==> config.mk <==
export PLATFORM = sky130hd
export DESIGN_NAME = gpu_mem_arbiter
export DESIGN_NICKNAME = d
export VERILOG_FILES = /design/src/rtl/gpu_mem_arbiter.sv
export SDC_FILE = /design/constraint.sdc
export NUM_CORES = 1
export LEC_CHECK = 0
export CAP_MARGIN = 30
export CORE_AREA = 2 2 102 104
export DETAILED_ROUTE_END_ITERATION = 8
export DIE_AREA = 0 0 104 106
export DONT_BUFFER_PORTS = 1
export PLACE_DENSITY = 0.4
export RECOVER_POWER = 50
export SETUP_SLACK_MARGIN = 0.4
export SYNTH_ARGS = -nofsm -noshare
export SYNTH_HDL_FRONTEND = slang
export SYNTH_SLANG_ARGS = --single-unit
==> constraint.sdc <==
create_clock -name clock -period 2.6 [get_ports clock]
set_clock_uncertainty 0.2 [all_clocks]
set_input_delay 0.52 -clock clock [delete_from_list [all_inputs] [get_ports clock]]
set_output_delay 0.52 -clock clock [all_outputs]
set_load 0.01 [all_outputs]
==> src/rtl/gpu_mem_arbiter.sv <==
// Round-robin merge of several 8-bit Avalon-MM controller masters onto one
// downstream master, with a single transfer outstanding at a time.
module gpu_mem_arbiter #(
    parameter int NUM_PORTS = 4,
    parameter int ADDR_W    = 32,
    parameter int DATA_W    = 8
) (
    input  logic                          clock,
    input  logic                          reset,
    input  logic [NUM_PORTS*ADDR_W-1:0]   s_address,
    input  logic [NUM_PORTS*DATA_W-1:0]   s_writedata,
    input  logic [NUM_PORTS-1:0]          s_write,
    input  logic [NUM_PORTS-1:0]          s_read,
    output logic [NUM_PORTS-1:0]          s_waitrequest,
    output logic [NUM_PORTS*DATA_W-1:0]   s_readdata,
    output logic [NUM_PORTS-1:0]          s_readdatavalid,
    output logic [ADDR_W-1:0]             m_address,
    output logic [DATA_W-1:0]             m_writedata,
    output logic                          m_write,
    output logic                          m_read,
    input  logic                          m_waitrequest,
    input  logic [DATA_W-1:0]             m_readdata,
    input  logic                          m_readdatavalid
);

    localparam int PW = (NUM_PORTS > 1) ? $clog2(NUM_PORTS) : 1;

    typedef enum logic [1:0] {
        IDLE,
        ISSUE,
        WAIT_RD
    } state_t;

    state_t        state_q, state_d;
    logic [PW-1:0] grant_q, grant_d;
    logic [PW-1:0] last_q, last_d;

    logic [NUM_PORTS-1:0] req;
    logic [ADDR_W-1:0]    g_addr;
    logic [DATA_W-1:0]    g_wdata;
    logic                 g_rd;
    logic                 g_wr;
    logic                 found;
    logic [PW-1:0]        pick;

    assign req     = s_read | s_write;
    assign g_addr  = s_address[int'(grant_q)*ADDR_W +: ADDR_W];
    assign g_wdata = s_writedata[int'(grant_q)*DATA_W +: DATA_W];
    assign g_rd    = s_read[grant_q];
    assign g_wr    = s_write[grant_q] & ~s_read[grant_q];

    // Search starts just after the last winner so every requester rotates in.
    always_comb begin
        found = 1'b0;
        pick  = last_q;
        for (int i = 1; i <= NUM_PORTS; i++) begin
            if (!found && req[(int'(last_q) + i) % NUM_PORTS]) begin
                found = 1'b1;
                pick  = PW'((int'(last_q) + i) % NUM_PORTS);
            end
        end
    end

    always_comb begin
        state_d         = state_q;
        grant_d         = grant_q;
        last_d          = last_q;
        s_waitrequest   = '1;
        s_readdatavalid = '0;
        s_readdata      = '0;
        m_address       = '0;
        m_writedata     = '0;
        m_write         = 1'b0;
        m_read          = 1'b0;
        unique case (state_q)
            IDLE: begin
                if (found) begin
                    grant_d = pick;
                    last_d  = pick;
                    state_d = ISSUE;
                end
            end
            ISSUE: begin
                m_address   = g_addr;
                m_writedata = g_wdata;
                m_read      = g_rd;
                m_write     = g_wr;
                if (!req[grant_q]) begin
                    state_d = IDLE;
                end else if (!m_waitrequest) begin
                    if (g_rd) begin
                        // Zero-latency slave: finish the read right here.
                        if (m_readdatavalid) begin
                            s_waitrequest[grant_q]   = 1'b0;
                            s_readdatavalid[grant_q] = 1'b1;
                            s_readdata[int'(grant_q)*DATA_W +: DATA_W] = m_readdata;
                            state_d = IDLE;
                        end else begin
                            state_d = WAIT_RD;
                        end
                    end else begin
                        s_waitrequest[grant_q] = 1'b0;
                        state_d = IDLE;
                    end
                end
            end
            WAIT_RD: begin
                if (m_readdatavalid) begin
                    s_waitrequest[grant_q]   = 1'b0;
                    s_readdatavalid[grant_q] = 1'b1;
                    s_readdata[int'(grant_q)*DATA_W +: DATA_W] = m_readdata;
                    state_d = IDLE;
                end
            end
            default: begin
                state_d = IDLE;
            end
        endcase
    end

    always_ff @(posedge clock or posedge reset) begin
        if (reset) begin
            state_q <= IDLE;
            grant_q <= '0;
            last_q  <= PW'(NUM_PORTS - 1);
        end else begin
            state_q <= state_d;
            grant_q <= grant_d;
            last_q  <= last_d;
        end
    end

endmodule

Word-level counts from Yosys, hierarchy flattened
Cells that the tools add are included.
Word-level totals
  register bits: 6
  input bits: 180
  output and inout bits: 82
  logic and storage cells: 100
Cells by class
  add/sub/neg operators: 5
  $lt $le $gt $ge: 6
  equality and inequality tests: 5
  shift operators: 4
  muxes and demuxes: 54
  bitwise logic cells: 9
  reductions and logical operators: 14
Operators by type and width (number)
  two-way mux 32 bit: 5
  indexed part select 128 x 8 -> 32 bit: 1
  case mux 32 bit (2 select lines): 1
  negation 5 -> 33 bit: 1
  variable shift 8 x 33 -> 32 bit (first input constant): 1
  indexed part select 8 x 33 -> 32 bit: 1
  bitwise AND 32 bit: 1
  two-way mux 4 bit: 8
  indexed part select 32 x 6 -> 8 bit: 1
  two-way mux 2 bit: 10
  two-way mux 1 bit: 18
  < comparator 3 x 4 -> 1 bit (second input constant): 4
  case mux 4 bit (2 select lines): 2
  binary-select mux 1 bit (select 2 bit): 7
  two-way mux 8 bit: 1
  OR reduction 2 bit: 4
  case mux 2 bit (3 select lines): 1
  adder 2 x 1 -> 2 bit (second input constant): 2
  adder 2 bit (second input constant): 2
  bitwise AND 1 bit (first input constant): 4
  logical AND 1 bit: 4
  inequality test 2 bit (second input constant): 2
  NOT 4 bit: 1
  OR 4 bit: 1
  12 further kinds: 14

Longest topological paths before layout
  depth in word-level cells: 18
  gate-level depth with buffers: 8
  gate-level depth less buffers: 7

Worst setup path after synthesis
No wires, ideal clock.
  path kind: reg-to-output
  start point: register grant_q[0]
  end point: output s_readdata[24]
  data arrival time: 2.059 ns
  data required time: 1.880 ns
  slack: -0.179 ns
  cell stages (with the launch flop): 7
  path buffers: 2
  cell sequence: dfrtp_1 buf_6 inv_1 clkbuf_1 ha_1 nor4_1 and3_1
On the way
  word-level cells in the longest chain between the ends: 8
  elaborated cells between the ends (all ways): 13
  those cells by class: add/sub: 1; shift: 2; mux: 9; bitwise: 1
RTL lines
  from (decl): line 35  | logic [PW-1:0] grant_q, grant_d;
  from (signal assigned): line 128  | grant_q <= grant_d;
  negation 5 -> 33 bit: line 96, 111
  indexed part select 8 x 33 -> 32 bit or variable shift 8 x 33 -> 32 bit (tied branches): line 96, 111
  bitwise AND 32 bit (no source line)
  two-way mux 32 bit: line 93, 108
  two-way mux 32 bit: line 91  | if (g_rd) begin
  two-way mux 32 bit: line 90  | end else if (!m_waitrequest) begin
  two-way mux 32 bit: line 88  | if (!req[grant_q]) begin
  case mux 32 bit (2 select lines) *: line 75  | unique case (state_q)
  to (decl): line 15  | output logic [NUM_PORTS*DATA_W-1:0] s_readdata,
Every way passes the cells marked *; elsewhere a longest branch is shown, timed or not. The select of a mux whose other input is x is not followed.

Worst setup path after layout
  start point: register grant_q[0]
  end point: output m_address[0]
On the way
  word-level cells in the longest chain between the ends: 2
RTL lines
  indexed part select 128 x 8 -> 32 bit: line 47  | assign g_addr = s_address[int'(grant_q)*ADDR_W +: ADDR_W];
  two-way mux 32 bit: line 75
  to (decl): line 17  | output logic [ADDR_W-1:0] m_address,
Every way passes these cells.

==> results by group <==
Outcome
  • Status: complete, but fails checks
  • Failing checks: setup timing

Place
  • GP Congestion: 0.781
  • PortBufs: 0
  • DP HPWL: 7210 um
  • Post-DP Area: 0.00276 sq mm

Route
  • Vias: 2227
  • Post-detailed-route wirelength per cell: 22.9 um
  • Detailed Route Iter0 Violations: 102
  • Vias/cell: 5.50
  • Drc violations: 0
  • Drt total wl: 9260 um
  • DRT antenna net count: 0
  • Pre-Repair DR Iteration Count: 4

Timing
  • Max Slew Vio Count: 0
  • Final hold vios: 0
  • Setup-failing EPs final: 22
  • RSZ-0062 raised after global routing: yes
  • Setup WS post-layout: -39.3 ps
  • Final period utilization: 1.02
  • Hold Worst Slack: 363 ps
  • Worst slew pin tran: 374 ps
  • Highest clock rate: 379 MHz
  • Slew margin rel.: 0.751
  • Fin crit period: 2640 ps

Global route
  • Largest net degree at the start of global routing: 47
  • Initial antenna violation count: 0
  • Number of global-route vias before repair: 2100
  • First-pass GRT wire length: 13100 um
  • GRT overflow: 0
  • GRT Util Overall: 0.151

Floorplan
  • CORE AREA: 0.0100 sq mm
  • Starting Density: 0.229
  • Die X: 104 um
  • Ports: 262
  • Row count: 37
  • Die area: 0.0110 sq mm
  • DIE HEIGHT: 106 um

Worst setup path
  • Element type at the critical path start: flop
  • Critical Path RT: 1880 ps
  • R2r worst-path depth: 5
  • CP Data Arrival Time: 1920 ps
  • CP Max Fanout: 8
  • CP endpoint kind: output pin
  • Crit Path Class: flop to output pin
  • Setup slack, reg-to-reg: 560 ps

Layout
  • Nets: 458
  • Register area: 158 sq um
  • Post-route cell area: 0.00347 sq mm
  • Layout cells sized above 1: 0.706
  • N_diodes: 0
  • Fillers: 1019
  • Area Overhead vs Synth: 51.9%
  • Multi-input gate area: 0.00246 sq mm

Synthesis
  • Cell taking the most area after synthesis: mux4_2
  • Mapped Area: 0.00229 sq mm
  • Post-synth net total: 426
  • Synth top area share: 0.423
  • Synth warn: 0
  • Synth unique cells: 38
  • Syn_area_per_cell: 9.61 sq um
  • Cell count after synthesis: 238
  • Synthesized flop and latch total: 6
  • Post-synthesis sequential area ratio: 0.0667
  • Synth top area cells: mux4_2 (42%), and2_1 (11%), and3_1 (4.6%), nor3_1 (4.6%), dfrtp_1 (4.4%)

Clock tree
  • Root Buffer: clkbuf_8
  • Max H-tree Level: 1
  • CTS clock-pin slew for the worst setup and hold paths: 40 ps
  • Worst-skew pair later-pin latency: 220 ps
  • TritonCTS clock tree: yes
  • CTS Buf Count: 3
  • CTS Buffer Depth: 2
  • Clk sinks: 6

Power and ir drop
  • PD cells: 1280 mW/mm^2
  • LEAKAGE: 1.29 nW
  • Worst VDD drop: 0.648 mV

Worst hold path
  • Hold Path Depth: 2
  • Worst Hold Class: primary input to flop

Run
  • Max-capacitance violation count: 0
[worst paths after layout]
check,from,to
worst min-delay path,m_readdatavalid,state_q[1]
min in group asynchronous,reset,state_q[1]
worst max-delay path,grant_q[0],m_address[0]
worst min register to register,last_q[0],last_q[0]
worst max register to register,grant_q[1],state_q[1]
max in group asynchronous,reset,last_q[0]
[cells by family after synthesis]
group,after synthesis,share of synthesized area
AO/OA/AOI/OAI,26,0.0924
buffers and inverters,29,0.0613
AND/OR/NAND/NOR,121,0.286
flip-flops,6,0.0667
multiplexers,48,0.450
adder cells (fa/ha/maj),8,0.0438
[timing repair]
action	4_1_cts	5_1_grt
pin swaps	10	17
endpoints found under the setup margin	81	82
hold buffers	1	0
setup buffers	7	7
endpoints found under the hold margin	4	0
gates resized for setup	89	18
gates cloned	5	0
[worst max-delay path: stages (launching register included)]
cell and delay [ps]:
dfrtp_4 500, buf_12 160, buf_12 130, buf_12 140, buf_16 150, mux4_2 420
and2_4 180
[Yosys cell counts]
master	instances
and2_1	41
mux2i_1	3
nor4_1	2
o32a_1	2
buf_2	4
o21ai_1	3
inv_1	10
ha_1	8
o2bb2ai_2	1
buf_6	3
a2bb2oi_2	1
nor2_1	12
nand2b_1	2
or2_2	1
buf_4	1
mux2_4	2
and3_1	17
nand3_1	4
nand3b_1	1
dfrtp_1	4
a21o_1	2
o21ai_0	6
a21oi_1	3
nand2_1	17
a211o_1	1
a211oi_1	2
nor2b_1	1
o211ai_4	1
buf_1	1
a2bb2oi_1	1
clkbuf_1	10
nor2_2	2
o211a_4	1
dfstp_2	2
o31ai_1	1
nor3_1	21
o21a_1	1
mux4_2	43
[per-stage QoR]
| stage | std cells | power, W | util | setup TNS, ps | setup slack, ps |
|---|---|---|---|---|---|
| 6_report | 405 | 0.00446 | 0.347 | -326 | -39.3 |
| 5_1_grt | 405 | 0.00476 | 0.347 | -1910 | -82.5 |
| 4_1_cts | 398 | 0.00435 | 0.335 | -49.6 | -14.3 |
| 3_5_place_dp | 381 | 0.00309 | 0.276 | 0 | 92.1 |
| 3_3_place_gp | 381 | 0.00311 | 0.276 | 0 | 141 |
| 2_1_floorplan | 238 | 0.00253 | - | 0 | 214 |
[power by group]
part | internal (W) | total, W | switching, W
Sequential | 0.000161 | 0.000243 | 0.0000813
Combinational | 0.00214 | 0.00407 | 0.00193
Clock | 0.000106 | 0.000148 | 0.0000421
[cells in the final DEF, fill, tap and decap left out, types with 2 or more instances in the layout]
| master | n |
|---|---|
| nor3_4 | 5 |
| buf_6 | 9 |
| buf_16 | 6 |
| buf_12 | 8 |
| clkbuf_1 | 3 |
| and2_0 | 4 |
| nor2_1 | 10 |
| buf_4 | 20 |
| mux4_2 | 43 |
| inv_1 | 6 |
| nor3_2 | 11 |
| dfrtp_1 | 2 |
| and2_1 | 6 |
| nor3_1 | 5 |
| nor2_4 | 4 |
| and2_4 | 31 |
| inv_2 | 2 |
| a21oi_1 | 3 |
| nand3_2 | 4 |
| ha_1 | 2 |
| mux2i_1 | 2 |
| o32a_1 | 2 |
| ha_4 | 5 |
| a211oi_1 | 2 |
| and3_4 | 16 |
| nand2_1 | 15 |
| a21o_1 | 2 |
| o21ai_0 | 6 |
| o21ai_2 | 2 |
| clkbuf_8 | 3 |
| mux2_4 | 2 |
[routing by layer]
metal,wire [um],vias to the layer above,GRT usage,share of wire
met5,0,-,0,0
met4,87,0,0.0154,0.0094
met3,675,4,0.0380,0.073
met2,4790,106,0.265,0.52
met1,3700,1135,0.194,0.40
li1,-,982,-,-
[final cells by class]
type,count,share of cell area
flip-flops and latches,6,0.0454
repair buffers,46,0.171
multi-input cells,203,0.708
well taps,136,0.0490
clock buffers,4,0.0130
inverters,10,0.0140
[flip-flops by register name, indices dropped and copies added (netlist names)]
| signal | count |
|---|---|
| last_q | 2 |
| grant_q | 2 |
| state_q | 2 |
Note: power is estimated with default switching activity, not from simulation.
